--- src/rtl/regfile_write_ctrl.sv ---
// regfile_write_ctrl: owns the register file's single write port.
// After reset it clears every entry, then arbitrates round-robin between
// the ALU and load writeback paths, suppresses writes to x0 and counts
// stalled-requester cycles with saturation.
module regfile_write_ctrl #(
  parameter int NUM_REGS   = 32,
  parameter int ADDR_WIDTH = 5,
  parameter int DATA_WIDTH = 32,
  parameter int STALL_W    = 16
) (
  input  logic                  clk,
  input  logic                  rst,
  input  logic                  alu_valid,
  input  logic [ADDR_WIDTH-1:0] alu_rd,
  input  logic [DATA_WIDTH-1:0] alu_data,
  output logic                  alu_ready,
  input  logic                  mem_valid,
  input  logic [ADDR_WIDTH-1:0] mem_rd,
  input  logic [DATA_WIDTH-1:0] mem_data,
  output logic                  mem_ready,
  output logic [ADDR_WIDTH-1:0] rf_rd,
  output logic [DATA_WIDTH-1:0] rf_writeData,
  output logic                  rf_regWrite,
  output logic                  init_done,
  output logic [STALL_W-1:0]    stall_count
);

  typedef enum logic {INIT, RUN} state_t;

  localparam logic [ADDR_WIDTH-1:0] LAST_IDX = ADDR_WIDTH'(NUM_REGS - 1);

  state_t                state, state_nxt;
  logic [ADDR_WIDTH-1:0] clr_cnt, clr_cnt_nxt;
  logic                  last_mem, last_mem_nxt;
  logic [ADDR_WIDTH-1:0] rd_nxt;
  logic [DATA_WIDTH-1:0] data_nxt;
  logic                  we_nxt;
  logic [STALL_W-1:0]    stall_nxt;

  assign init_done = (state == RUN);

  // Next-state, grant and write-port computation; last_mem=1 means MEM won last.
  always_comb begin
    state_nxt    = state;
    clr_cnt_nxt  = clr_cnt;
    last_mem_nxt = last_mem;
    rd_nxt       = rf_rd;
    data_nxt     = rf_writeData;
    we_nxt       = 1'b0;
    stall_nxt    = stall_count;
    alu_ready    = 1'b0;
    mem_ready    = 1'b0;
    case (state)
      INIT: begin
        rd_nxt      = clr_cnt;
        data_nxt    = '0;
        we_nxt      = 1'b1;
        clr_cnt_nxt = clr_cnt + 1'b1;
        if (clr_cnt == LAST_IDX) begin
          state_nxt = RUN;
        end
      end
      RUN: begin
        if (alu_valid && (!mem_valid || last_mem)) begin
          alu_ready = 1'b1;
        end else if (mem_valid) begin
          mem_ready = 1'b1;
        end
        if (alu_ready) begin
          rd_nxt       = alu_rd;
          data_nxt     = alu_data;
          we_nxt       = (alu_rd != '0);
          last_mem_nxt = 1'b0;
        end else if (mem_ready) begin
          rd_nxt       = mem_rd;
          data_nxt     = mem_data;
          we_nxt       = (mem_rd != '0);
          last_mem_nxt = 1'b1;
        end
        if (alu_valid && mem_valid && (stall_count != {STALL_W{1'b1}})) begin
          stall_nxt = stall_count + 1'b1;
        end
      end
      default: begin
        state_nxt = INIT;
      end
    endcase
  end

  // Control state: FSM, clear counter and round-robin pointer.
  always_ff @(posedge clk) begin
    if (rst) begin
      state    <= INIT;
      clr_cnt  <= '0;
      last_mem <= 1'b1;
    end else begin
      state    <= state_nxt;
      clr_cnt  <= clr_cnt_nxt;
      last_mem <= last_mem_nxt;
    end
  end

  // Registered write port and stall counter.
  always_ff @(posedge clk) begin
    if (rst) begin
      rf_rd        <= '0;
      rf_writeData <= '0;
      rf_regWrite  <= 1'b0;
      stall_count  <= '0;
    end else begin
      rf_rd        <= rd_nxt;
      rf_writeData <= data_nxt;
      rf_regWrite  <= we_nxt;
      stall_count  <= stall_nxt;
    end
  end

endmodule
--- config.mk ---
export PLATFORM = sky130hd
export DESIGN_NAME = regfile_write_ctrl
export DESIGN_NICKNAME = d
export VERILOG_FILES = /design/src/rtl/regfile_write_ctrl.sv
export SDC_FILE = /design/constraint.sdc
export NUM_CORES = 1
export LEC_CHECK = 0
export ABC_AREA = 0
export BUFFER_PORTS_ARGS = -buffer_cell sky130_fd_sc_hd__buf_2
export CAP_MARGIN = 10
export CORE_MARGIN = 8
export CORE_UTILIZATION = 36
export CTS_CLUSTER_SIZE = 10
export DETAILED_ROUTE_END_ITERATION = 8
export SETUP_SLACK_MARGIN = 0.3
export SYNTH_ARGS = -nofsm -noshare
export SYNTH_HDL_FRONTEND = slang
export SYNTH_SLANG_ARGS = --single-unit
export TNS_END_PERCENT = 100
--- constraint.sdc ---
create_clock -name clk -period 4.8 [get_ports clk]
set_input_delay 0.24 -clock clk [delete_from_list [all_inputs] [get_ports clk]]
set_output_delay 0.24 -clock clk [all_outputs]
set_load 0.01 [all_outputs]
Word level (Yosys, flattened, before mapping)
Index checks and enable logic that the tools add are counted.
{"block": "op_classes", "mux": 20, "n_addsub": 2, "bitwise": 1, "n_eq_ne": 3, "n_reduce_logical": 10}
{"operator": "$mux 32", "n": 2}
{"operator": "$pmux 32 s2", "n": 1}
{"operator": "$add 16x1->16 const B", "n": 1}
{"operator": "$ne 16x16->1 const B", "n": 1}
{"operator": "$mux 1", "n": 13}
{"operator": "$mux 5", "n": 2}
{"operator": "$pmux 5 s2", "n": 1}
{"operator": "$reduce_bool 5->1", "n": 2}
{"operator": "$add 5x1->5 const B", "n": 1}
{"operator": "$eq 5x5->1 const B", "n": 1}
{"operator": "$reduce_and 2->1", "n": 2}
{"operator": "$logic_and 1x1->1", "n": 3}
{"operator": "$ne 3x1->1 const B", "n": 1}
{"operator": "$pmux 1 s2", "n": 1}
{"operator": "$reduce_bool 2->1", "n": 1}
{"operator": "$logic_not 1->1", "n": 1}
{"operator": "$logic_or 1x1->1", "n": 1}
{"operator": "$not 1->1", "n": 1}
{"block": "totals", "output_inout_bits": 57, "in_bits": 78, "ff_bits": 61, "wordCells": 43}

Logic depth before layout (Yosys ltp)
Gate-level depths: netlist of the first run.
{"block": "depth", "word_depth": 8, "depth_mapped": 7, "ltp_nobuf": 5}

Worst setup path after synthesis of the first run
Ideal clock, no wire load.
{"block": "synth_timing", "path_type": "reg2reg", "from": "register state, in the netlist init_done", "to": "register stall_count[10]", "t_arrival_ns": 1.542, "path_stages_with_launch": 6, "path_slack_ns": 3.137, "setup_ns": 0.121, "required_ns": 4.679, "path_buffers": 1, "cell_sequence": "dfxtp_1 > buf_2 > and4_4 > nand4_4 > nor4_1 > mux2_2"}
{"block": "synth_via", "elab_chain_len": 1}
{"item": "start, declared", "line": "32", "text": "state_t state, state_nxt;"}
{"item": "start signal, assigned", "line": "97", "text": "state <= state_nxt;"}
{"item": "$reduce_and 2->1 (no source line)"}
{"item": "end signal, assigned", "line": "114", "text": "stall_count <= stall_nxt;"}
{"item": "end, declared", "line": "25", "text": "output logic [STALL_W-1:0] stall_count"}
Every way passes these cells.
A chain may end at the register's enable or synchronous reset.

Worst setup path in the final report of the first run
{"block": "layout_timing", "from": "register last_mem", "to": "output mem_ready"}
{"block": "layout_via", "elab_chain_len": 5}
{"item": "start, declared", "line": "34", "text": "logic last_mem, last_mem_nxt;"}
{"item": "start signal, assigned", "line": "99", "text": "last_mem <= last_mem_nxt;"}
{"item": "$logic_or 1x1->1", "line": "64", "text": "if (alu_valid && (!mem_valid || last_mem)) begin"}
{"item": "$logic_and 1x1->1", "line": "64"}
{"item": "$mux 1", "line": "64"}
{"item": "$mux 1 (2 in a row)", "line": "53", "text": "case (state)"}
{"item": "end, declared", "line": "20", "text": "output logic mem_ready,"}
Every way passes these cells. The select of a mux whose other input is x is not followed.

==> out/qor.yml, run 1 <==
ys_seq_elements: 61
final_cells: 621
drive_gt1_frac: 0.318
drc_errors: 0
ys_types: 41
layout_common_cells: "134 x buf_2, 61 x dfxtp_1, 57 x a21oi_1, 41 x o21ai_0, 40 x and3_1"
peakVddDrop_uv: 110
cts-buffers-inserted: 9
clkLatencyLatePin_ns: 0.33
leakage_nw: 1.82
critPathLaunchType: "flop"
fin_tns_setup_ns: 0
placed_area_mm2: 0.00385
hold_buffers: 0
cp_top_family: "simple AND/OR/NAND/NOR gates"
synth-edff-count: 0
synth_cells: 393
die_area_mm2: 0.0120
final_common_cell: "buf_2"
ctsLongestPathBuffers: 2
cp_slowest_cell: "nand2b_2"
die_h_um: 109
drt_wl_total_mm: 9.80
grt.overflow.total: 0
drv_cap: 0
finalCritPeriodShare: 0.495
worstPathCellList: "nand2b_2 > nand2_1 > and3_1 > buf_2"
synthFlopType: "dfxtp_1"
netlist_area_mm2: 0.00314
critPathKind: "flop to output port"
p_total_w: 0.00113
crit_path_max_fanout: 74
die_w_um: 109
cp-startpoint: "last_mem"
clkSinkCount: 61
cts_resized: 0
path_clk_slew_ns: 0.07
final_core_util: 0.475
end_kind: "output port"
skew_ns: 0.00904
slowest_delay_ns: 0.82
avgSynthCellArea_um2: 8.00
dp_cells: 605
ys_seq_area_frac: 0.388
critical_path_required_ns: 4.56
fmax_mhz: 421
fp-row-count: 34
antenna_found_initial: 0
grt_max_degree: 80
rsz0062_at_grt: "false"
slew_headroom: 0.306
top_level_ports: 135
yosys.area.top_type_share: 0.388
ant_nets: 0
area_growth_syn_to_layout_pct: 29.7
final_hold_viol_count: 0
worst_slew_pin_slew_ns: 1.04
start_util: 0.366
io_buffers: 134
power.density_mw_per_mm2: 278
synth.area.top_cells: "dfxtp_1 39%, a21oi_1 9.1%, a21boi_0 8.6%"
vias: 3262
grt_pass1_wl_mm: 15.6
wire_per_inst_um: 15.8
drv_slew: 0
regToRegStartpoint: "init_done"
hp-start: "alu_data[15]"
cts_setup_buffers: 0
postLayoutCellArea_mm2: 0.00408
grt_pass1_vias: 3145
fin_crit_ns: 2.38
htreeDepth: 3
dr.pass1.iters: 4
critPathBufInv: 1
status: "complete, no violations"
hpwl_mm: 7.19
synth.net_count: 474
setup_viol_count_final: 0
coreArea_mm2: 0.00859
drt-initial-drc-count: 171
vias_per_cell: 5.25
yosysWarnings: 0
nNetsFinal: 589
yosys.area.top_type: "dfxtp_1"
arrival_ns: 2.14
cts_root_buf: "clkbuf_8"
cts_tree: "done"
gp_congestion: 0.777
fill_cells: 889
holdCritPathClass: "input port to flop"
async_flop_share: 0
grt.total_usage: 0.163
[power breakdown]
| part | switching [W] | internal (W) | total, W | leakage [nW] |
|---|---|---|---|---|
| clock | 0.000198 | 0.000341 | 0.000538 | 0.116 |
| sequential | 0.00000323 | 0.000510 | 0.000513 | 0.493 |
| combinational | 0.0000376 | 0.0000438 | 0.0000814 | 1.21 |
| total | 0.000239 | 0.000894 | 0.00113 | 1.82 |
[worst min-delay path: stages]
cell	delay, ns
buf_2	0.07
and3_1	0.13
o21ai_0	0.08
a21oi_1	0.13
[flip-flops by register name (all words and copies together), names as in the netlist]
name          cells
rf_regWrite       1
last_mem          1
init_done         1
clr_cnt           5
rf_rd             5
rf_writeData     32
stall_count      16
[cells by family after synthesis]
logic type               count (synthesis)  share of synthesized area
adder cells (fa/ha/maj)                  3                     0.0119
multiplexers                             5                     0.0167
AO/OA/AOI/OAI                          148                      0.276
AND/OR/NAND/NOR                        137                      0.251
flip-flops                              61                      0.388
XOR/XNOR                                 3                    0.00836
buffers and inverters                   36                     0.0474
[stage by stage]
step	hold WS [ns]	setup slack (ns)
2_1_floorplan	0.462	3.14
3_3_place_gp	0.442	2.45
3_5_place_dp	0.445	2.42
4_1_cts	0.339	2.43
5_1_grt	0.365	2.21
6_report	0.352	2.42
[final cells by class]
cell class / instances / area (µm²) / share of cell area
repair buffers: 138 / 701 / 0.172
flip-flops and latches: 61 / 1220 / 0.299
clock inverters: 5 / 100 / 0.0245
well taps: 108 / 135 / 0.0331
multi-input cells: 296 / 1780 / 0.437
inverters: 2 / 7.51 / 0.00184
diodes: 1 / 2.50 / 0.000614
clock buffers: 10 / 128 / 0.0313
[synthesized netlist by cell type (2+ instances only)]
| cell | instances |
|---|---|
| a21boi_0 | 36 |
| a21oi_1 | 57 |
| and3_1 | 40 |
| buf_2 | 2 |
| clkbuf_1 | 29 |
| dfxtp_1 | 61 |
| ha_1 | 3 |
| inv_1 | 2 |
| mux2_2 | 2 |
| mux2i_1 | 3 |
| nand2_1 | 39 |
| nand3_1 | 5 |
| nand4_1 | 5 |
| nor2_1 | 11 |
| nor2b_1 | 7 |
| nor4_1 | 2 |
| o21ai_0 | 41 |
| o31ai_1 | 10 |
| or3_1 | 3 |
| or4_1 | 13 |
| xor2_1 | 2 |
[worst paths after layout]
check	to	slack, ns	depth (start not counted)
setup / recovery	mem_ready	2.42	4
hold reg to reg	rf_writeData[24]	0.46	2
setup reg to reg	rf_writeData[14]	2.51	3
hold / removal	rf_writeData[15]	0.35	4
[metal layers]
metal  share of wire  GRT usage  wire length (µm)  up-vias
li1                -          -                 -     1666
met1            0.45      0.200              4410     1472
met2            0.46      0.252              4490      116
met3           0.083     0.0645               818        8
met4          0.0084     0.0646                82        0
met5               0          0                 0        -
No activity file was read; power rests on OpenSTA's default activity.
==> run 2, diff against run 1 <==
ABC_AREA = 1   (was 0)
PLACE_DENSITY = 0.66   (was not set)
clock period = 1.95 ns   (was 4.8 ns; I/O delays follow)
==> out/qor.yml, run 2 <==
status: "complete, no violations"
rsz0062_at_grt: "false"
grt_pass1_vias: 3235  # +2.9%
synthFlopType: "dfxtp_1"
top_usage_layer: "met2"
finalCritPeriodShare: 0.772
drt_wl_total_mm: 9.26  # -5.4%
worst_slew_pin_slew_ns: 0.536  # -0.505 ns
drc_errors: 0  # unchanged
fin_crit_ns: 1.51
drive_gt1_frac: 0.295  # -0.0234
hold-worst-slack_ns: 0.0447  # -0.308 ns
synth.net_count: 555  # +17%
grt_pass1_wl_mm: 15.3  # -2.0%
arrival_ns: 1.72  # -0.42 ns
antenna_found_initial: 1  # +1
peakVddDrop_uv: 410  # +270%
gp_congestion: 0.793  # +2.1%
clkLatencyLatePin_ns: 0.33  # about the same
wire_per_inst_um: 12.8  # -19%
grt_max_degree: 40  # -50%
coreArea_mm2: 0.00822  # -4.4%
die_area_mm2: 0.0117  # -2.1%
slew_headroom: 0.642  # +0.336
avgSynthCellArea_um2: 6.47  # -19%
ant_nets: 0  # unchanged
cts-buffers-inserted: 9  # unchanged
io_buffers: 134  # unchanged
dp_slack_ns: -0.0979  # -2.52 ns
final_common_cell: "buf_2"
dp_cells: 700  # +16%
layout_common_cells: "134 x buf_2, 107 x nand2_1, 106 x nor2_1, 59 x dfxtp_1, 43 x a21oi_1"
setup_viol_count_final: 0  # unchanged
final_hold_viol_count: 0  # unchanged
yosys.area.top_type: "dfxtp_1"
cts_root_buf: "clkbuf_8"
netlist_area_mm2: 0.00307  # -2.5%
grt.overflow.total: 0  # unchanged
yosys-top-cells-count: "109 x nand2_1, 109 x nor2_1, 61 x dfxtp_1"
end_kind: "flop"
ys_types: 22  # -46%
postLayoutSetupSlackWorst_ns: 0.444  # -1.98 ns
dr.pass1.iters: 4  # unchanged
grtUsageMet1: 0.187  # -0.0129
start_util: 0.373  # +0.00718
grt.total_usage: 0.160  # -0.00348
ys_seq_area_frac: 0.398  # +0.00999
skew_ns: 0.0163  # +0.00729 ns
drv_slew: 0  # unchanged
crit_path_max_fanout: 10  # -86%
clkSinkCount: 61  # unchanged
htreeDepth: 3  # unchanged
vias: 3417  # +4.8%
cts_tree: "done"
power.density_mw_per_mm2: 666  # +140%
yosys.area.top_type_share: 0.398  # +0.00999
area_growth_syn_to_layout_pct: 34.6
final_core_util: 0.502  # +0.0277
use_met2: 0.275  # +0.0231
critical_path_required_ns: 2.17  # -2.39 ns
largest_reg_flops: 32  # unchanged
path_clk_slew_ns: 0.07  # about the same
final_cells: 723  # +16%
reg.largest.list: "rf_writeData x32, stall_count x16"
critPathKind: "flop to flop"
critPathLaunchType: "flop"
synth.area.top_cells: "dfxtp_1 40%, nand2_1 13%, nor2_1 13%"
fmax_mhz: 664
ctsLongestPathBuffers: 2  # unchanged
die_w_um: 108  # -1.1%
ys_seq_elements: 61  # unchanged
drt-initial-drc-count: 161  # -5.8%
die_h_um: 108  # -1.1%
async_flop_share: 0  # unchanged
drv_cap: 0  # unchanged
leakage_nw: 1.96  # +7.9%
synth_cells: 474  # +21%
nNetsFinal: 693  # +18%
top_level_ports: 135  # unchanged
synth-edff-count: 0  # unchanged
holdCritPathClass: "input port to flop"
fp-row-count: 33  # -2.9%
hpwl_mm: 6.90  # -4.1%
yosysWarnings: 0  # unchanged
largest-register: "rf_writeData"
p_total_w: 0.00275  # +140%
vias_per_cell: 4.73  # -10%
met3_usage: 0.0339  # -0.0306
-- run 2: kinds of logic after synthesis --
| family | count (synthesis) | share of synthesized area |
|---|---|---|
| AO/OA/AOI/OAI | 90 | 0.157 |
| flip-flops | 61 | 0.398 |
| adder cells (fa/ha/maj) | 3 | 0.0122 |
| AND/OR/NAND/NOR | 252 | 0.327 |
| buffers and inverters | 68 | 0.106 |
-- run 2: report_power, final --
group	switching [W]	internal, W	total [W]	leakage, nW
logic	0.000114	0.0000948	0.000209	1.36
registers	0.00000686	0.00125	0.00126	0.494
clock network	0.000486	0.000792	0.00128	0.110
-- run 2: final cells by class --
type | instances | area, µm²
fillers | 862 | 4090
multi-input cells | 346 | 1560
flip-flops and latches | 61 | 1230
repair buffers | 151 | 823
inverters | 43 | 161
clock buffers | 13 | 159
well taps | 105 | 131
clock inverters | 3 | 67.6
diodes | 1 | 2.50
-- run 2: per-stage QoR --
step	setup TNS [ns]	instance area (µm²)
2_1_floorplan	0	3070
3_3_place_gp	0	3810
3_5_place_dp	-0.843	3810
4_1_cts	0	4050
5_1_grt	0	4130
6_report	0	4130
-- run 2: what timing repair did --
item / 4_1_cts / 5_1_grt
cloned: 1 / 0
hold buffers: 0 / 0
pin swaps: 1 / 4
setup buffers: 0 / 5
gates resized for setup: 3 / 9
setup endpoints to repair: 16 / 22
-- run 2: final timing paths --
kind              cells after the start          endpoint             start  slack [ns]
hold / removal                        3  rf_writeData[24]      alu_data[24]        0.04
hold reg to reg                       2  rf_writeData[10]  rf_writeData[10]        0.46
setup / recovery                     11   stall_count[11]    stall_count[1]        0.44
setup reg to reg                     11   stall_count[11]    stall_count[1]        0.44
-- run 2: worst max-delay path, stage by stage (launching register included) --
cell and delay (ns):
dfxtp_2 0.34, ha_2 0.18, nand2_1 0.06, nor2_2 0.17, nand2_2 0.09, nor2_4 0.16
nor2_4 0.07, buf_12 0.15, nand2_1 0.06, nand2_1 0.05, inv_1 0.05, nor2_1 0.04
-- run 2: routing by layer --
layer	part of all wire	up-vias	wire length, µm
li1	-	1781	-
met1	0.42	1533	3890
met2	0.50	93	4610
met3	0.067	10	623
met4	0.015	0	143
met5	0	-	0
